**src/rtl/ascon_bdi_pad_pkg.sv**
```systemverilog
// Shared Ascon definitions: segment type codes, word width, pad byte and
// the FSM state type used by the BDI padding stage.
package ascon_bdi_pad_pkg;

  localparam int         CCW      = 32;
  localparam logic [7:0] PAD_BYTE = 8'h80;

  localparam logic [3:0] D_AD    = 4'h1;
  localparam logic [3:0] D_PTCT  = 4'h4;
  localparam logic [3:0] D_TAG   = 4'h8;
  localparam logic [3:0] D_NONCE = 4'hC;

  typedef enum logic [0:0] {
    PASS = 1'b0,
    PAD  = 1'b1
  } fsm_t;

endpackage

```
**src/rtl/ascon_bdi_pad.sv**
```systemverilog
// BDI padding stage between the host word stream and the Ascon core.
// AD and plaintext/ciphertext segments receive 10* padding on their last
// word; a full last word is followed by an extra 0x80000000 pad word.
// Optional macro ASCON_BDI_CHECK_EN enables the sticky protocol-error flag.
module ascon_bdi_pad #(
  parameter int CCW = ascon_bdi_pad_pkg::CCW
) (
  input  logic           clk,
  input  logic           rst,
  input  logic [CCW-1:0] s_data,
  input  logic [2:0]     s_bytes,
  input  logic [3:0]     s_type,
  input  logic           s_last,
  input  logic           s_eoi,
  input  logic           s_valid,
  output logic           s_ready,
  output logic [CCW-1:0] bdi,
  output logic [3:0]     bdi_type,
  output logic           bdi_eot,
  output logic           bdi_eoi,
  output logic           bdi_valid,
  input  logic           bdi_ready,
  output logic           err
);

  import ascon_bdi_pad_pkg::*;

  // Keep the first n bytes, place the pad byte at byte n, zero the rest.
  function automatic logic [CCW-1:0] pad_partial(input logic [CCW-1:0] data,
                                                 input logic [2:0]     n);
    logic [CCW-1:0] w;
    case (n)
      3'd0:    w = {PAD_BYTE, 24'h000000};
      3'd1:    w = {data[31:24], PAD_BYTE, 16'h0000};
      3'd2:    w = {data[31:16], PAD_BYTE, 8'h00};
      3'd3:    w = {data[31:8], PAD_BYTE};
      default: w = data;
    endcase
    return w;
  endfunction

  fsm_t           fsm;
  logic [3:0]     pad_type;
  logic           pad_eoi;
  logic           slot_free;
  logic           accept;
  logic           padded;
  logic           full_last;
  logic [2:0]     eff_bytes;
  logic [CCW-1:0] next_data;
  logic           next_eot;
  logic           next_eoi;

  assign slot_free = !bdi_valid || bdi_ready;
  assign s_ready   = slot_free && (fsm == PASS) && !rst;
  assign accept    = s_valid && s_ready;
  assign padded    = (s_type == D_AD) || (s_type == D_PTCT);
  // Out-of-range byte counts are forwarded as a full word.
  assign eff_bytes = (s_bytes > 3'd4) ? 3'd4 : s_bytes;
  assign full_last = padded && s_last && (eff_bytes == 3'd4);

  // Build the word to load into the output slot from the current host word.
  always_comb begin
    next_data = s_data;
    next_eot  = s_last;
    next_eoi  = s_eoi;
    if (padded) begin
      if (s_last && (eff_bytes != 3'd4)) begin
        next_data = pad_partial(s_data, eff_bytes);
        next_eot  = 1'b1;
        next_eoi  = s_eoi;
      end else begin
        // Mid-segment word, or full last word whose pad word follows.
        next_data = s_data;
        next_eot  = 1'b0;
        next_eoi  = 1'b0;
      end
    end else begin
      next_data = s_data;
      next_eot  = s_last;
      next_eoi  = s_eoi;
    end
  end

  // Output slot and PASS/PAD state: accept host words, inject the pad word.
  always_ff @(posedge clk) begin
    if (rst) begin
      fsm       <= PASS;
      bdi       <= '0;
      bdi_type  <= 4'h0;
      bdi_eot   <= 1'b0;
      bdi_eoi   <= 1'b0;
      bdi_valid <= 1'b0;
      pad_type  <= 4'h0;
      pad_eoi   <= 1'b0;
    end else begin
      case (fsm)
        PASS: begin
          if (accept) begin
            bdi       <= next_data;
            bdi_type  <= s_type;
            bdi_eot   <= next_eot;
            bdi_eoi   <= next_eoi;
            bdi_valid <= 1'b1;
            if (full_last) begin
              fsm      <= PAD;
              pad_type <= s_type;
              pad_eoi  <= s_eoi;
            end
          end else if (bdi_ready) begin
            bdi_valid <= 1'b0;
          end
        end
        PAD: begin
          if (slot_free) begin
            bdi       <= {PAD_BYTE, 24'h000000};
            bdi_type  <= pad_type;
            bdi_eot   <= 1'b1;
            bdi_eoi   <= pad_eoi;
            bdi_valid <= 1'b1;
            fsm       <= PASS;
          end
        end
        default: begin
          fsm       <= PASS;
          bdi_valid <= 1'b0;
        end
      endcase
    end
  end

`ifdef ASCON_BDI_CHECK_EN
  logic bad_word;
  assign bad_word = (s_bytes > 3'd4) || (padded && !s_last && (s_bytes != 3'd4));

  // Sticky protocol error on any accepted malformed word.
  always_ff @(posedge clk) begin
    if (rst) begin
      err <= 1'b0;
    end else if (accept && bad_word) begin
      err <= 1'b1;
    end
  end
`else
  assign err = 1'b0;
`endif

endmodule

```
**config.mk**
```make
export PLATFORM = sky130hd
export DESIGN_NAME = ascon_bdi_pad
export DESIGN_NICKNAME = d
export VERILOG_FILES = /design/src/rtl/ascon_bdi_pad_pkg.sv /design/src/rtl/ascon_bdi_pad.sv
export SDC_FILE = /design/constraint.sdc
export NUM_CORES = 1
export LEC_CHECK = 0
export ABC_AREA = 1
export CAP_MARGIN = 20
export CORE_MARGIN = 1
export CORE_UTILIZATION = 41
export CTS_BUF_LIST = sky130_fd_sc_hd__clkbuf_4 sky130_fd_sc_hd__clkbuf_8 sky130_fd_sc_hd__clkbuf_16
export CTS_CLUSTER_DIAMETER = 40
export DETAILED_ROUTE_END_ITERATION = 8
export PLACE_DENSITY_LB_ADDON = 0.12
export SLEW_MARGIN = 10
export SYNTH_ARGS = -nofsm -noshare
export SYNTH_HDL_FRONTEND = slang
export SYNTH_SLANG_ARGS = --single-unit
```
**constraint.sdc**
```tcl
create_clock -name clk -period 1.8 [get_ports clk]
set_clock_uncertainty 0.1 [all_clocks]
set_input_delay 0.54 -clock clk [delete_from_list [all_inputs] [get_ports clk]]
set_output_delay 0.54 -clock clk [all_outputs]
set_load 0.005 [all_outputs]
```
After elaboration in Yosys (flattened, before gate mapping). Cells that the tools add are included.

Register bits: 45. Latch bits: 0. RAM bits: 0. Memory bits (read-only): 0. Input port bits: 45. Output and inout port bits: 41. Word-level logic and storage cells: 61. Memories: 0.

$add $sub $neg: 0. $mul: 0. Div/mod/pow operators: 0. Order comparisons: 1. Equality and inequality tests: 10. Shift-type cells: 0. Muxes and demuxes: 27. Bitwise gates (word level): 1. Reductions and logical operators: 14.

Operators with widths (number): 32-bit 2-to-1 mux (4); 32-bit one-hot mux with 4 select lines (1); 32-bit one-hot mux with 2 select lines (1); 1-bit 2-to-1 mux (13); 4-bit 2-to-1 mux (2); 1-bit one-hot mux with 2 select lines (4); 4-bit one-hot mux with 2 select lines (1); 3-bit by 2-bit equality test with 1-bit output (second input constant) (2); 1-bit logical AND (6); 3-bit inequality test (second input constant) (2); 4-bit by 1-bit equality test with 1-bit output (second input constant) (1); 4-bit by 3-bit equality test with 1-bit output (second input constant) (1); 2-bit AND reduction (2); 3-bit by 1-bit equality test with 1-bit output (second input constant) (1); 3-bit equality test (second input constant) (1); 3-bit greater-than comparator (second input constant) (1); 3-bit logical NOT (1); 3-bit 2-to-1 mux (1); 3-bit AND reduction (1); 1-bit logical NOT (2); 1-bit logical OR (2); 2-bit by 1-bit inequality test with 1-bit output (second input constant) (1); 2-bit inequality test (second input constant) (1); 1-bit NOT (1).

Logic depth before layout (Yosys ltp). Gate-level depths: netlist of the first run.

Depth after elaboration: 8. Depth in mapped cells: 8. Mapped depth without buffers: 7.

Worst setup path after synthesis of the first run. OpenSTA, ideal clock, no wires.

Path kind: input port to output port. Start: input port rst. End: output port s_ready. Data arrival time: 1175 ps. Required time: 1160 ps. Setup slack: -15 ps. Stages: 3. Path buffers: 2. Path through: clkbuf_1 buf_1 nor2_1.

Cells in the longest elaborated chain, start to end: 2.

RTL lines: from (decl) (line ascon_bdi_pad.sv:9) `input logic rst,`; 1-bit logical NOT (line ascon_bdi_pad.sv:55) `assign s_ready = slot_free && (fsm == PASS) && !rst;`; 1-bit logical AND (line ascon_bdi_pad.sv:55); to (decl) (line ascon_bdi_pad.sv:16) `output logic s_ready,`.

Every way passes these cells.

Worst setup path in the final report of the first run.
Start: register bdi[11]. End: output port bdi[11].

RTL lines: from (decl) (line ascon_bdi_pad.sv:17) `output logic [CCW-1:0] bdi,`; from (signal assigned) (line ascon_bdi_pad.sv:100) `bdi <= next_data;`; from (signal assigned) (line ascon_bdi_pad.sv:116) `bdi <= {PAD_BYTE, 24'h000000};`.

No word-level cell between the ends.

==> flow_metrics.env, run 1 <==
export IMPL_yosysWarnings=0
export IMPL_power_total_mw=2.07
export IMPL_antenna_found_initial=0
export IMPL_die_x_um=68.9
export IMPL_layout_cells_most_common_list="nand2_1, clkdlybuf4s50_1, a21oi_1"
export IMPL_finalHoldViolCount=0
export IMPL_ant_nets=0
export IMPL_ys_types=20
export IMPL_p_clk_share_pct=30.1
export IMPL_worstSetupEndpointType="primary output"
export IMPL_grt_pass1_wl_um=8030
export IMPL_initial_core_util_pct=44.3
export IMPL_swShare_pct=25.8
export IMPL_grt_ovfl_total=0
export IMPL_holdPathStages=2
export IMPL_layout_drive_gt1_share_pct=19.4
export IMPL_crit_family="buffers and inverters"
export IMPL_max_stage_delay_ns=0.49
export IMPL_num_io_pins=86
export IMPL_std_cell_rows=23
export IMPL_regArea_um2=920
export IMPL_cts_tree="built"
export IMPL_seqPwrFrac_pct=51.4
export IMPL_port_buffers=84
export IMPL_cts_root_buffer="clkbuf_8"
export IMPL_cp_cell_sequence="clkdlybuf4s50_1"
export IMPL_fin_nets=399
export IMPL_via_count=1956
export IMPL_mostFrequentLayoutCell="nand2_1"
export IMPL_combPwrFrac_pct=18.5
export IMPL_core_region_area_um2=4140
export IMPL_fin_crit_ns=1.77
export IMPL_dpl_cell_area_um2=2880
export IMPL_grt_max_degree=27
export IMPL_holdBufCountCts=0
export IMPL_wirelength_um=5150
export IMPL_fmax_mhz=565
export IMPL_die_area_um2=4750
export IMPL_wl_per_cell_um=12.7
export IMPL_cts_htree_levels=2
export IMPL_ir_drop_uv=595
export IMPL_status="complete, no violations"
export IMPL_max_cap_viol_count=0
export IMPL_syn_area_um2=1840
export IMPL_area_growth_pct=67.6
export IMPL_p_per_area_nw_per_um2=673
export IMPL_ys_ff_latch=45
export IMPL_syn_inst=246
export IMPL_grt_pass1_vias=1838
export IMPL_die_h_um=68.9
export IMPL_cp_data_required_time_ns=1.16
export IMPL_cts_buffer_depth=2
export IMPL_fin_ws_ns=0.0303
export IMPL_clkLatencyLatePin_ns=0.30
export IMPL_dr_pass1_iters=4
export IMPL_crit_slowest_cell="clkdlybuf4s50_1"
export IMPL_setup_viol=0
export IMPL_fin_crit_sh_pct=98.3
export IMPL_drv_slew=0
export IMPL_r2r_cells=9
export IMPL_track_usage_pct=23.0
export IMPL_critPathMaxFanout=2
export IMPL_dpl_worst_slack_ns=-0.616
export IMPL_avgViaCountPerCell=4.83
export IMPL_synthTopCellsByArea="dfxtp_1, nand2_1, a21oi_1"
export IMPL_synthesis_nets=291
export IMPL_setup_tns_ns=0
export IMPL_fin_area_um2=3080
export IMPL_multi_input_area_um2=822
export IMPL_worst_setup_path_type="register to primary output"
export IMPL_p_int_mw=1.53
export IMPL_place_hpwl_um=3710
export IMPL_yosysTopAreaCell="dfxtp_1"
export IMPL_antenna_cells=0
export IMPL_numCtsBuffers=5
export IMPL_cts_sinks=45
export IMPL_synth_avg_cell_area_um2=7.46
export IMPL_cp_arrival_ns=1.13
export IMPL_clk_pin_slew_ns=0.09
export IMPL_hp_class="register to register"
export IMPL_drc_errors=0
export IMPL_gp_congestion=0.820
export IMPL_setup_worst_path_start_class="register"
export IMPL_yosysSeqAreaShare_pct=49.1
export IMPL_p_leak_nw=1.70
export IMPL_fill_cells=350
export IMPL_drtIter0Drc=80
export IMPL_switchingPower_mw=0.535
export IMPL_yosysTopAreaCellShare_pct=49.1
export IMPL_cp_depth=1
export IMPL_cp_num_buf_inv=1
-- per-stage QoR --
| step | hold slack (ns) | utilization (%) | cells |
|---|---|---|---|
| global route | 0.361 | 74.2 | 405 |
| finish | 0.344 | 74.2 | 405 |
| CTS | 0.343 | 71.3 | 404 |
| floorplan | 0.319 | - | 246 |
| global placement | 0.327 | 69.5 | 396 |
| detailed placement | 0.328 | 69.5 | 396 |
-- power by group through the flow --
stage | registers (mW) | logic [mW] | clock network [mW]
after floorplan | 1.09 | 0.133 | 0
after global placement | 1.08 | 0.385 | 0
after detailed placement | 1.08 | 0.391 | 0
after CTS | 1.06 | 0.386 | 0.630
after global routing | 1.07 | 0.421 | 0.680
final | 1.06 | 0.383 | 0.623
-- cells by family (layout without fill, tap and decap cells) --
| group | count (synthesis) | count (layout) | synth area share [%] |
|---|---|---|---|
| AND/OR/NAND/NOR | 126 | 126 | 30.0 |
| AO/OA/AOI/OAI | 48 | 48 | 13.5 |
| flip-flops | 45 | 45 | 49.1 |
| buffers and inverters | 26 | 135 | 7.23 |
| other | 1 | 1 | 0.204 |
-- area by class of cell --
class                      count  area share, %
clock buffer                   5           2.24
multi-input combinational    175           26.7
inverter                      16           2.12
sequential                    45           29.9
tap                           50           2.03
timing repair buffer         111           36.4
clock inverter                 3          0.570
-- synthesized netlist by cell type, drive strengths merged --
| cell type | number |
|---|---|
| nand2 | 77 |
| dfxtp | 45 |
| inv | 16 |
| clkbuf | 3 |
| o21ai | 9 |
| buf | 7 |
| nand4 | 1 |
| conb | 1 |
| or2 | 1 |
| a21oi | 39 |
| nand3 | 26 |
| nor2 | 21 |
-- flip-flops by register name, indices dropped and copies added (netlist names) --
signal	flops
bdi	32
bdi_type	4
pad_type	4
bdi_eoi	1
bdi_eot	1
bdi_valid	1
fsm	1
pad_eoi	1
-- routing by layer --
layer | track usage, % | vias to the layer above | wire, µm
li1 | - | 1014 | -
met4 | 7.65 | 0 | 74
met3 | 6.74 | 8 | 320
met1 | 26.7 | 879 | 2190
met2 | 40.2 | 55 | 2570
met5 | 0 | - | 0
-- path summary, 6_finish.rpt --
kind / startpoint / endpoint / slack [ns]
worst min-delay path: pad_type[1]$_SDFFE_PP0P_ / pad_type[1]$_SDFFE_PP0P_ / 0.34
worst max-delay path: bdi[11]$_SDFFE_PP0P_ / bdi[11] / 0.03
worst min register to register: pad_type[1]$_SDFFE_PP0P_ / pad_type[1]$_SDFFE_PP0P_ / 0.34
worst max register to register: bdi_valid$_SDFFE_PP0P_ / bdi_type[0]$_SDFFE_PP0P_ / 0.30
-- timing repair --
action / CTS / global route
gates resized for setup: 15 / 51
cloned: 0 / 0
buffers inserted: 0 / 1
endpoints found under the setup margin: 52 / 55
pin swaps: 2 / 6
Note: power is estimated with default switching activity, not from simulation.
==> inputs of run 2 (changes only) <==
--- a/config.mk
+++ b/config.mk
@@ -12,8 +12,9 @@
 export CTS_BUF_LIST = sky130_fd_sc_hd__clkbuf_4 sky130_fd_sc_hd__clkbuf_8 sky130_fd_sc_hd__clkbuf_16
 export CTS_CLUSTER_DIAMETER = 40
 export DETAILED_ROUTE_END_ITERATION = 8
+export GPL_TIMING_DRIVEN = 0
 export PLACE_DENSITY_LB_ADDON = 0.12
-export SLEW_MARGIN = 10
+export SLEW_MARGIN = 20
 export SYNTH_ARGS = -nofsm -noshare
 export SYNTH_HDL_FRONTEND = slang
 export SYNTH_SLANG_ARGS = --single-unit
==> run 2 against run 1 <==
  * Core utilization increased by 0.15 points
  * Cell count down 2.7%
  * First-iteration DRC count increased by 51%
  * Highest routed layer unchanged
  * Critical endpoint is now bdi[9]
  * Critical path depth unchanged
  * Via count is 3.6% lower
==> flow_metrics.env, run 2 (synthesis results as in run 1) <==
export IMPL_hold_end="pad_type[1]$_SDFFE_PP0P_"
export IMPL_cts_sinks=45
export IMPL_cts_root_buffer="clkbuf_8"
export IMPL_grt_ovfl_total=0
export IMPL_worst_setup_path_type="register to primary output"
export IMPL_startpoint="bdi[9]$_SDFFE_PP0P_"
export IMPL_grt_max_degree=14
export IMPL_fin_crit_sh_pct=98.2
export IMPL_worstSetupEndpointType="primary output"
export IMPL_std_cell_rows=23
export IMPL_via_count=1886
export IMPL_max_cap_viol_count=0
export IMPL_grt_pass1_wl_um=7240
export IMPL_mostFrequentLayoutCell="nand2_1"
export IMPL_die_area_um2=4750
export IMPL_reg2reg_from="bdi_valid$_SDFFE_PP0P_"
export IMPL_p_leak_nw=1.60
export IMPL_r2r_cells=8
export IMPL_top_regs="bdi: 32 flops, bdi_type: 4 flops, pad_type: 4 flops"
export IMPL_cp_num_buf_inv=1
export IMPL_top_register="bdi"
export IMPL_crit_family="buffers and inverters"
export IMPL_largest_register_ff_count=32
export IMPL_regArea_um2=911
export IMPL_cts_buffer_depth=2
export IMPL_setup_worst_path_start_class="register"
export IMPL_crit_slowest_cell="clkdlybuf4s50_1"
export IMPL_clk_pin_slew_ns=0.08
export IMPL_initial_core_util_pct=44.3
export IMPL_gp_congestion=0.848
export IMPL_layout_drive_gt1_share_pct=16.9
export IMPL_stdcell_count=394
export IMPL_cp_cell_sequence="clkdlybuf4s50_1"
export IMPL_multi_input_area_um2=873
export IMPL_cts_htree_levels=2
export IMPL_fill_cells=332
export IMPL_max_stage_delay_ns=0.50
export IMPL_placed_cells=380
export IMPL_fin_crit_ns=1.77
export IMPL_numCtsBuffers=5
export IMPL_min_delay_start="pad_type[1]$_SDFFE_PP0P_"
export IMPL_fin_ws_ns=0.0323
export IMPL_drv_slew=0
export IMPL_clkLatencyLatePin_ns=0.29
export IMPL_dr_pass1_iters=4
export IMPL_hp_class="register to register"
export IMPL_ant_nets=0
export IMPL_port_buffers=84
export IMPL_num_io_pins=86
export IMPL_dpl_worst_slack_ns=-1.09
export IMPL_status="complete, no violations"
export IMPL_holdBufCountCts=0
export IMPL_track_usage_pct=20.7
export IMPL_holdPathStages=2
export IMPL_cts_tree="built"
export IMPL_layout_cells_most_common_list="nand2_1, clkdlybuf4s50_1, dfxtp_1"
export IMPL_core_region_area_um2=4140
export IMPL_antenna_found_initial=0
export IMPL_antenna_cells=0
export IMPL_fin_util_pct=74.4
export IMPL_fin_nets=388
export IMPL_cp_arrival_ns=1.13
export IMPL_fmax_mhz=566
export IMPL_finalHoldViolCount=0
export IMPL_dpl_cell_area_um2=2740
export IMPL_wirelength_um=4900
export IMPL_area_growth_pct=67.9
export IMPL_avgViaCountPerCell=4.79
export IMPL_drtIter0Drc=121
export IMPL_fin_area_um2=3080
export IMPL_critPathMaxFanout=2
export IMPL_r2r_slack_ns=0.25
export IMPL_ir_drop_uv=479
export IMPL_p_per_area_nw_per_um2=725
export IMPL_die_h_um=68.9
export IMPL_drc_errors=0
export IMPL_grt_pass1_vias=1656
export IMPL_die_x_um=68.9
export IMPL_place_hpwl_um=3460
export IMPL_r2r_end="bdi[31]$_SDFFE_PP0P_"
export IMPL_setup_tns_ns=0
export IMPL_setup_viol=0
export IMPL_cp_data_required_time_ns=1.16
export IMPL_wl_per_cell_um=12.4
## run 2: power by group
group | total, mW | internal (mW) | switching [mW]
registers | 1.06 | 1.04 | 0.0214
clock network | 0.790 | 0.468 | 0.322
logic | 0.382 | 0.220 | 0.162
total | 2.23 | 1.73 | 0.506
## run 2: what timing repair did
item,4_1_cts,5_1_grt
resized for setup,21,53
setup buffers,2,4
endpoints found under the hold margin,0,0
pin swaps,1,10
endpoints found under the setup margin,35,62
## run 2: final cells by class
class / instances / share of cell area [%]
buffer: 10 / 3.00
inverter: 16 / 2.27
multi-input combinational: 175 / 28.3
clock buffer: 7 / 2.92
tap: 50 / 2.03
sequential: 45 / 29.6
clock inverter: 1 / 0.974
timing repair buffer: 90 / 30.9
## run 2: worst max path at each step
stage                                end  cells after the start  slack (ns)
floorplan                        s_ready                      3        0.08
global placement                 s_ready                      5       -1.07
detailed placement               s_ready                      5       -1.09
CTS                 bdi[23]$_SDFFE_PP0P_                      7       -0.02
global route        bdi[26]$_SDFFE_PP0P_                      7      -0.009
finish                            bdi[9]                      1        0.03
## run 2: through the flow
stage	hold slack (ns)	total power, mW
2_1_floorplan	0.319	1.22
3_3_place_gp	0.327	1.44
3_5_place_dp	0.336	1.44
4_1_cts	0.347	2.24
5_1_grt	0.357	2.33
6_report	0.354	2.23
## run 2: metal layers
metal	GRT usage (%)	routed length (µm)
met1	24.9	2140
met2	35.7	2440
met3	5.59	296
met4	6.12	27
met5	0	0
